## src/rtl/alu_pkg.sv

```systemverilog
// Shared encodings for the iterative ALU: block select, funct3 codes, FSM states.
// Latency: n/a (declarations only).
// Backpressure: n/a.
package alu_pkg;

   // alu_control[4:3] block select
   localparam logic [1:0] BLOCK0 = 2'd0;   // add/logic/shift
   localparam logic [1:0] BLOCK1 = 2'd1;   // sub / arithmetic shift
   localparam logic [1:0] BLOCK2 = 2'd2;   // branch compare
   localparam logic [1:0] BLOCK3 = 2'd3;   // pass operand_a

   // Base ALU funct3
   localparam logic [2:0] F3_ADD  = 3'b000;
   localparam logic [2:0] F3_SLL  = 3'b001;
   localparam logic [2:0] F3_SLT  = 3'b010;
   localparam logic [2:0] F3_SLTU = 3'b011;
   localparam logic [2:0] F3_XOR  = 3'b100;
   localparam logic [2:0] F3_SRL  = 3'b101;
   localparam logic [2:0] F3_OR   = 3'b110;
   localparam logic [2:0] F3_AND  = 3'b111;
   localparam logic [2:0] F3_SUB  = 3'b000;
   localparam logic [2:0] F3_SRA  = 3'b101;

   // Branch funct3
   localparam logic [2:0] F3_BEQ  = 3'b000;
   localparam logic [2:0] F3_BNE  = 3'b001;
   localparam logic [2:0] F3_BLT  = 3'b100;
   localparam logic [2:0] F3_BGE  = 3'b101;
   localparam logic [2:0] F3_BLTU = 3'b110;
   localparam logic [2:0] F3_BGEU = 3'b111;

   // M-extension funct3
   localparam logic [2:0] F3_MUL    = 3'b000;
   localparam logic [2:0] F3_MULH   = 3'b001;
   localparam logic [2:0] F3_MULHSU = 3'b010;
   localparam logic [2:0] F3_MULHU  = 3'b011;
   localparam logic [2:0] F3_DIV    = 3'b100;
   localparam logic [2:0] F3_DIVU   = 3'b101;
   localparam logic [2:0] F3_REM    = 3'b110;
   localparam logic [2:0] F3_REMU   = 3'b111;

   typedef enum logic [1:0] {IDLE, PREP, CALC, DONE} state_t;

   // Operand signedness for M ops. MUL keeps both unsigned: the low half
   // of the product is identical either way.
   function automatic logic m_a_signed(input logic [2:0] f3);
      return (f3 == F3_MULH) || (f3 == F3_MULHSU) || (f3 == F3_DIV) || (f3 == F3_REM);
   endfunction

   function automatic logic m_b_signed(input logic [2:0] f3);
      return (f3 == F3_MULH) || (f3 == F3_DIV) || (f3 == F3_REM);
   endfunction

endpackage

```

## src/rtl/alu_muldiv_seq.sv

```systemverilog
// Iterative radix-2 multiply (shift-add) / divide (restoring) on magnitudes.
// Latency: start cycle performs iteration 1, done registered after XLEN iterations.
// Backpressure: none; result stays valid until the next start, flush aborts.
// Ports: start/op/abs_a/abs_b/sign_a/sign_b in; done and sign-corrected result out.
module alu_muldiv_seq
   import alu_pkg::*;
#(
   parameter int XLEN = 32
) (
   input  logic            clock,
   input  logic            reset,
   input  logic            flush,
   input  logic            start,
   input  logic [2:0]      op,
   input  logic [XLEN-1:0] abs_a,
   input  logic [XLEN-1:0] abs_b,
   input  logic            sign_a,
   input  logic            sign_b,
   output logic            done,
   output logic [XLEN-1:0] result
);

   localparam int SHW   = $clog2(XLEN);
   localparam int CNT_W = SHW + 1;
   localparam logic [CNT_W-1:0] LAST = CNT_W'(XLEN - 1);

   // hi: product upper half / partial remainder; lo: multiplier / quotient
   logic [XLEN-1:0]  hi, lo, b_q;
   logic [2:0]       op_q;
   logic             sa_q, sb_q, busy;
   logic [CNT_W-1:0] cnt;

   logic [XLEN-1:0]  cur_hi, cur_lo, cur_b, nxt_hi, nxt_lo, sub;
   logic             cur_div, ge;
   logic [XLEN:0]    sum, shifted;

   // One iteration; on start it runs directly on the fresh operands so the
   // load cycle is not wasted.
   always_comb begin
      cur_hi  = start ? '0    : hi;
      cur_lo  = start ? abs_a : lo;
      cur_b   = start ? abs_b : b_q;
      cur_div = start ? op[2] : op_q[2];
      sum     = {1'b0, cur_hi} + (cur_lo[0] ? {1'b0, cur_b} : '0);
      shifted = {cur_hi, cur_lo[XLEN-1]};
      ge      = shifted >= {1'b0, cur_b};
      // remainder after a successful subtract is below the divisor, so it fits XLEN bits
      sub     = shifted[XLEN-1:0] - cur_b;
      if (cur_div) begin
         nxt_hi = ge ? sub : shifted[XLEN-1:0];
         nxt_lo = {cur_lo[XLEN-2:0], ge};
      end else begin
         nxt_hi = sum[XLEN:1];
         nxt_lo = {sum[0], cur_lo[XLEN-1:1]};
      end
   end

   always_ff @(posedge clock or posedge reset) begin
      if (reset) begin
         hi   <= '0;
         lo   <= '0;
         b_q  <= '0;
         op_q <= '0;
         sa_q <= 1'b0;
         sb_q <= 1'b0;
         cnt  <= '0;
         busy <= 1'b0;
         done <= 1'b0;
      end else if (flush) begin
         cnt  <= '0;
         busy <= 1'b0;
         done <= 1'b0;
      end else if (start) begin
         hi   <= nxt_hi;
         lo   <= nxt_lo;
         b_q  <= abs_b;
         op_q <= op;
         sa_q <= sign_a;
         sb_q <= sign_b;
         cnt  <= CNT_W'(1);
         busy <= 1'b1;
         done <= 1'b0;
      end else if (busy) begin
         hi  <= nxt_hi;
         lo  <= nxt_lo;
         cnt <= cnt + CNT_W'(1);
         if (cnt == LAST) begin
            busy <= 1'b0;
            done <= 1'b1;
         end
      end
   end

   // Sign correction: product/quotient negative when signs differ,
   // remainder takes the dividend's sign.
   logic [2*XLEN-1:0] prod, prod_c;
   logic [XLEN-1:0]   quo_c, rem_c;

   always_comb begin
      prod   = {hi, lo};
      prod_c = (sa_q ^ sb_q) ? -prod : prod;
      quo_c  = (sa_q ^ sb_q) ? -lo : lo;
      rem_c  = sa_q ? -hi : hi;
      case (op_q)
         F3_MUL:                  result = prod_c[XLEN-1:0];
         F3_MULH, F3_MULHSU,
         F3_MULHU:                result = prod_c[2*XLEN-1:XLEN];
         F3_DIV, F3_DIVU:         result = quo_c;
         default:                 result = rem_c;
      endcase
   end

endmodule

```

## src/rtl/alu_iter.sv

```systemverilog
// Execute-stage ALU: single-cycle base ops plus iterative RV32M/RV64M mul/div.
// Latency: base 1 cycle; M ops XLEN+2 cycles; div-by-zero/overflow 2 cycles.
// Backpressure: result held in DONE until out_ready; in_ready low while busy.
// Ports: clock/reset/flush; in_valid/in_ready, alu_control, operand_a/b in;
//        out_valid/out_ready, alu_result, branch out.
module alu_iter
   import alu_pkg::*;
#(
   parameter int XLEN = 32
) (
   input  logic            clock,
   input  logic            reset,
   input  logic            flush,
   input  logic            in_valid,
   output logic            in_ready,
   input  logic [5:0]      alu_control,
   input  logic [XLEN-1:0] operand_a,
   input  logic [XLEN-1:0] operand_b,
   output logic            out_valid,
   input  logic            out_ready,
   output logic [XLEN-1:0] alu_result,
   output logic            branch
);

   localparam int SHW = $clog2(XLEN);
   localparam logic [XLEN-1:0] XMIN = {1'b1, {(XLEN-1){1'b0}}};

   state_t          state;
   logic [XLEN-1:0] a_q, b_q;
   logic [2:0]      f3_q;
   logic            accept;

   assign in_ready = (state == IDLE) || (state == DONE && out_ready);
   assign accept   = in_valid && in_ready;

   // ---------------- base ops ----------------
   logic [XLEN-1:0] base_res;
   logic            base_br, cmp;
   logic [SHW-1:0]  shamt;
   logic [2:0]      f3;

   always_comb begin
      f3       = alu_control[2:0];
      shamt    = operand_b[SHW-1:0];
      base_res = '0;
      base_br  = 1'b0;
      cmp      = 1'b0;
      case (alu_control[4:3])
         BLOCK0: begin
            case (f3)
               F3_ADD:  base_res = operand_a + operand_b;
               F3_SLL:  base_res = operand_a << shamt;
               F3_SLT:  base_res = {{(XLEN-1){1'b0}}, $signed(operand_a) < $signed(operand_b)};
               F3_SLTU: base_res = {{(XLEN-1){1'b0}}, operand_a < operand_b};
               F3_XOR:  base_res = operand_a ^ operand_b;
               F3_SRL:  base_res = operand_a >> shamt;
               F3_OR:   base_res = operand_a | operand_b;
               default: base_res = operand_a & operand_b;
            endcase
         end
         BLOCK1: begin
            if (f3 == F3_SUB)
               base_res = operand_a - operand_b;
            else if (f3 == F3_SRA)
               base_res = $unsigned($signed(operand_a) >>> shamt);
         end
         BLOCK2: begin
            case (f3)
               F3_BEQ:  cmp = operand_a == operand_b;
               F3_BNE:  cmp = operand_a != operand_b;
               F3_BLT:  cmp = $signed(operand_a) < $signed(operand_b);
               F3_BGE:  cmp = $signed(operand_a) >= $signed(operand_b);
               F3_BLTU: cmp = operand_a < operand_b;
               F3_BGEU: cmp = operand_a >= operand_b;
               default: cmp = 1'b0;
            endcase
            base_res = {{(XLEN-1){1'b0}}, cmp};
            base_br  = cmp;
         end
         default: base_res = operand_a;
      endcase
   end

   // ---------------- PREP: signs, magnitudes, special cases ----------------
   logic            sgn_a, sgn_b, div0, ovf, special, md_start, md_done;
   logic [XLEN-1:0] abs_a, abs_b, special_res, md_result;

   always_comb begin
      sgn_a   = m_a_signed(f3_q) && a_q[XLEN-1];
      sgn_b   = m_b_signed(f3_q) && b_q[XLEN-1];
      abs_a   = sgn_a ? -a_q : a_q;
      abs_b   = sgn_b ? -b_q : b_q;
      div0    = f3_q[2] && (b_q == '0);
      ovf     = (f3_q == F3_DIV || f3_q == F3_REM) && (a_q == XMIN) && (b_q == '1);
      special = div0 || ovf;
      // f3_q[1] distinguishes REM/REMU from DIV/DIVU
      if (div0)
         special_res = f3_q[1] ? a_q : '1;
      else
         special_res = f3_q[1] ? '0 : XMIN;
   end

   assign md_start = (state == PREP) && !special && !flush;

   alu_muldiv_seq #(.XLEN(XLEN)) u_muldiv (
      .clock  (clock),
      .reset  (reset),
      .flush  (flush),
      .start  (md_start),
      .op     (f3_q),
      .abs_a  (abs_a),
      .abs_b  (abs_b),
      .sign_a (sgn_a),
      .sign_b (sgn_b),
      .done   (md_done),
      .result (md_result)
   );

   // ---------------- FSM with registered outputs ----------------
   always_ff @(posedge clock or posedge reset) begin
      if (reset) begin
         state      <= IDLE;
         out_valid  <= 1'b0;
         alu_result <= '0;
         branch     <= 1'b0;
         a_q        <= '0;
         b_q        <= '0;
         f3_q       <= '0;
      end else if (flush) begin
         state     <= IDLE;
         out_valid <= 1'b0;
      end else begin
         case (state)
            IDLE, DONE: begin
               if (state == DONE && out_ready) begin
                  out_valid <= 1'b0;
                  state     <= IDLE;
               end
               // a new accept in the same cycle overrides the drain to IDLE
               if (accept) begin
                  if (!alu_control[5]) begin
                     alu_result <= base_res;
                     branch     <= base_br;
                     out_valid  <= 1'b1;
                     state      <= DONE;
                  end else begin
                     a_q       <= operand_a;
                     b_q       <= operand_b;
                     f3_q      <= alu_control[2:0];
                     branch    <= 1'b0;
                     out_valid <= 1'b0;
                     state     <= PREP;
                  end
               end
            end
            PREP: begin
               if (special) begin
                  alu_result <= special_res;
                  out_valid  <= 1'b1;
                  state      <= DONE;
               end else begin
                  state <= CALC;
               end
            end
            CALC: begin
               if (md_done) begin
                  alu_result <= md_result;
                  out_valid  <= 1'b1;
                  state      <= DONE;
               end
            end
            default: state <= IDLE;
         endcase
      end
   end

endmodule

```

## config.mk

```make
export PLATFORM = sky130hd
export DESIGN_NAME = alu_iter
export DESIGN_NICKNAME = d
export VERILOG_FILES = /design/src/rtl/alu_pkg.sv /design/src/rtl/alu_muldiv_seq.sv /design/src/rtl/alu_iter.sv
export SDC_FILE = /design/constraint.sdc
export NUM_CORES = 2
export LEC_CHECK = 0
export CORE_MARGIN = 2
export CORE_UTILIZATION = 58
export CTS_CLUSTER_DIAMETER = 80
export DETAILED_ROUTE_END_ITERATION = 16
export PLACE_DENSITY = 0.89
export SYNTH_ARGS = -nofsm -noshare
export SYNTH_HDL_FRONTEND = slang
export SYNTH_SLANG_ARGS = --single-unit
```

## constraint.sdc

```tcl
create_clock -name clock -period 7.1 [get_ports clock]
set_clock_uncertainty 0.1 [all_clocks]
set_input_delay 1.42 -clock clock [delete_from_list [all_inputs] [get_ports clock]]
set_output_delay 1.42 -clock clock [all_outputs]
set_load 0.05 [all_outputs]
```

==> summary.md <==
| Metric | Value |
|---|---|
| Synthesized area per cell | 7.24 um^2 |
| Layout cells sized above 1 | 7.22% |
| Most common flop cell mapped by yosys | dfrtp_1 |
| Nets | 3899 |
| Cell taking the most area after synthesis | dfrtp_1 |
| Design Area, Final | 29200 um^2 |
| Routability Congestion | 1.13 |
| Routed WL | 117 mm |
| Rows | 78 |
| Share of the synthesized area in the top cell type | 20.0% |
| Seq pwr share | 20.1% |
| Final setup vio count | 0 |
| Max FO, Critical Path | 47 |
| Unique cell type count in the Yosys netlist | 94 |
| Crit path from | b_q[2]$_DFFE_PP0P_ |
| Worst min-delay path startpoint | alu_result[4]$_DFFE_PP0P_ |
| Max-cap violations | 0 |
| Post-CTS Setup Inserts | 0 |
| P_sw | 7.25 mW |
| Max transition margin | 24.5% |
| ANT nets after route | 0 |
| Crit path launch type | flop |
| Core area | 45300 um^2 |
| Largest net degree at the start of global routing | 167 |
| Async SR Flop Fraction | 100% |
| Slew @ Worst Pin | 1130 ps |
| Post-synth EDFFs | 0 |
| Syn nets | 3918 |
| Die ar. | 47600 um^2 |
| Die height | 218 um |
| DRC viols | 0 |
| Combinational Power Share | 69.1% |
| Syn Inst Count | 3672 |
| Area contributors post-synth | dfrtp_1, ha_1, a21oi_1, o21ai_0, nor2_1 |
| Clock Root Buffer | clkbuf_16 |
| CTS tree | built |
| Global-route wire length before repair | 174 mm |
| HP Class | reg2reg |
| Initial DRC Count | 5171 |
| Setup CP Type | reg2reg |
| Fin crit period | 6610 ps |
| Flops & latches, synth | 212 |
| Via count | 30700 |
| Bufs on Longest Clock Path | 3 |
| Worst ir drop on vdd | 0.000418 V |
| Antenna violations before repair | 7 |
| Setup crit end kind | flop |
| GRT Total Usage | 48.0% |
| Leak pwr | 12.4 nW |
| CTS Hold Bufs | 0 |
| Most frequent cell after synthesis | nor2_1 |
| Die width | 218 um |
| Resized cells post-CTS | 0 |
| Unrepaired setup endpoints after global routing | no |
| FMAX | 0.151 GHz |
| Total internal power | 5.91 mW |
| CTS H-Tree Depth | 1 |
| GR Overflow Total | 0 |
| FF-to-FF Start | b_q[2]$_DFFE_PP0P_ |
| Drt pass-1 iters | 7 |
| Core Util, Final | 64.5% |
| Number of global-route vias before repair | 28400 |
| Sequential element share of the synthesized area | 20.0% |
| PD cells | 451 nW/um^2 |
| Share of power burned in the clock network | 10.9% |
| Starting Density | 58.7% |
| Vias per cell | 7.17 |
| Dpl hpwl | 88.2 mm |
| I/O Pins | 110 |
| Arrival time worst endpoint | 6980 ps |
| Placed cell areas | 28300 um^2 |
| Num CTS Buffers | 24 |
| Period Utilization, post-route | 93.1% |
| Cell Area, Synth | 26600 um^2 |
| Synth cell count leaders | nor2_1, a21oi_1, o21ai_0 |
| PortBufs | 109 |
| Switching share of power | 55.1% |
| Final hold viol count | 0 |
| Synth warn | 0 |
| CTS Sinks | 212 |
| Area growth, synth to finish | 9.84% |
| Status | completed |
| CP required | 7460 ps |
| Max-slew violations | 0 |
| Worst-Skew Late Latency | 570 ps |
| Clk pin slew, worst setup/hold paths | 70 ps |
| Setup TNS | 0 ps |
| Post-DR wirelength/cell | 27.3 um |
[per-stage QoR]
stage	hold WS (ps)	setup WS, ps	power [mW]	std cells
final	378	487	13.2	4275
after global placement	351	618	11.1	4227
after floorplan	339	990	8.55	3672
after detailed placement	366	428	11.2	4227
after global routing	386	220	13.8	4272
after CTS	381	652	12.7	4271
[routing by layer]
layer	global-route usage [%]	routed length, um	share of wire [%]	vias to the layer above
met1	60.0	41400	35	14100
met4	34.4	10600	9.1	2
li1	-	-	-	13200
met3	12.9	16200	14	678
met2	71.5	48500	42	2610
met5	0	13	0.011	-
[cells by family (layout without fill, tap and decap cells)]
logic type	count (synthesis)	in the layout	share of synthesized area, %
compound gates	1278	1278	29.8
simple gates	1214	1214	21.1
buf+inv	432	431	6.25
xor+xnor	237	237	7.81
flops	212	212	20.0
fa+ha+maj	173	173	8.21
mux	126	126	6.83
other cells	0	4	0
[worst max-delay path, stage by stage, from the launching register on]
cell	delay [ps]
dfrtp_1	380
buf_4	170
or4_1	600
or4_1	550
nor3_1	300
nand3b_1	250
nor2_1	270
a21oi_1	130
xnor2_1	540
nor2_1	80
a21oi_1	300
ha_1	370
and3_1	370
nand2_1	110
nor2_1	310
nand4_1	160
or3_1	350
and4_1	260
and2_1	190
buf_12	190
nor2_1	120
a221oi_1	80
a221oi_1	310
[power groups by stage]
stage          registers, mW  clock network (mW)  logic [mW]
2_1_floorplan           2.41                   0        6.14
3_3_place_gp            2.56                   0        8.52
3_5_place_dp            2.59                   0        8.62
4_1_cts                 2.57                1.42        8.72
5_1_grt                 2.66                1.46        9.69
6_report                2.64                1.43        9.09
[area by class of cell]
cell class / count / area [um^2]
multi-input combinational: 3028 / 19700
fill: 4016 / 16100
sequential: 212 / 5310
timing repair buffer: 213 / 1890
tap: 600 / 751
clock buffer: 34 / 729
inverter: 174 / 657
clock inverter: 10 / 163
antenna: 4 / 10.0
[path summary, 6_finish.rpt]
check / to / slack, ps / cells past startpoint
max: u_muldiv.hi[29]$_DFFE_PP0P_ / 490 / 22
min: alu_result[4]$_DFFE_PP0P_ / 380 / 1
max reg2reg: u_muldiv.hi[29]$_DFFE_PP0P_ / 490 / 22
min reg2reg: alu_result[4]$_DFFE_PP0P_ / 380 / 1
max in group asynchronous: alu_result[11]$_DFFE_PP0P_ / 4550 / 3
min in group asynchronous: b_q[2]$_DFFE_PP0P_ / 1090 / 2
[placed cells by master, fill, tap and decap left out, types with 71 or more instances in the layout]
cell type,synthesis,layout
clkdlybuf4s50_1,0,104
nor2_1,455,452
ha_1,168,167
nand2_1,349,348
inv_1,171,170
xnor2_1,145,144
a21oi_1,371,368
xor2_1,92,92
mux2i_1,71,71
o21ai_0,371,370
buf_4,4,103
dfrtp_1,212,212
[registers in the layout, indices dropped and copies added, names as in the netlist]
register	flops
branch	1
state	2
out_valid	1
u_muldiv.sa_q	1
u_muldiv.hi	32
u_muldiv.b_q	32
u_muldiv.cnt	6
f3_q	3
u_muldiv.sb_q	1
alu_result	32
u_muldiv.busy	1
b_q	32
a_q	32
u_muldiv.op_q	3
u_muldiv.done	1
u_muldiv.lo	32
Note: power is estimated with default switching activity, not from simulation.
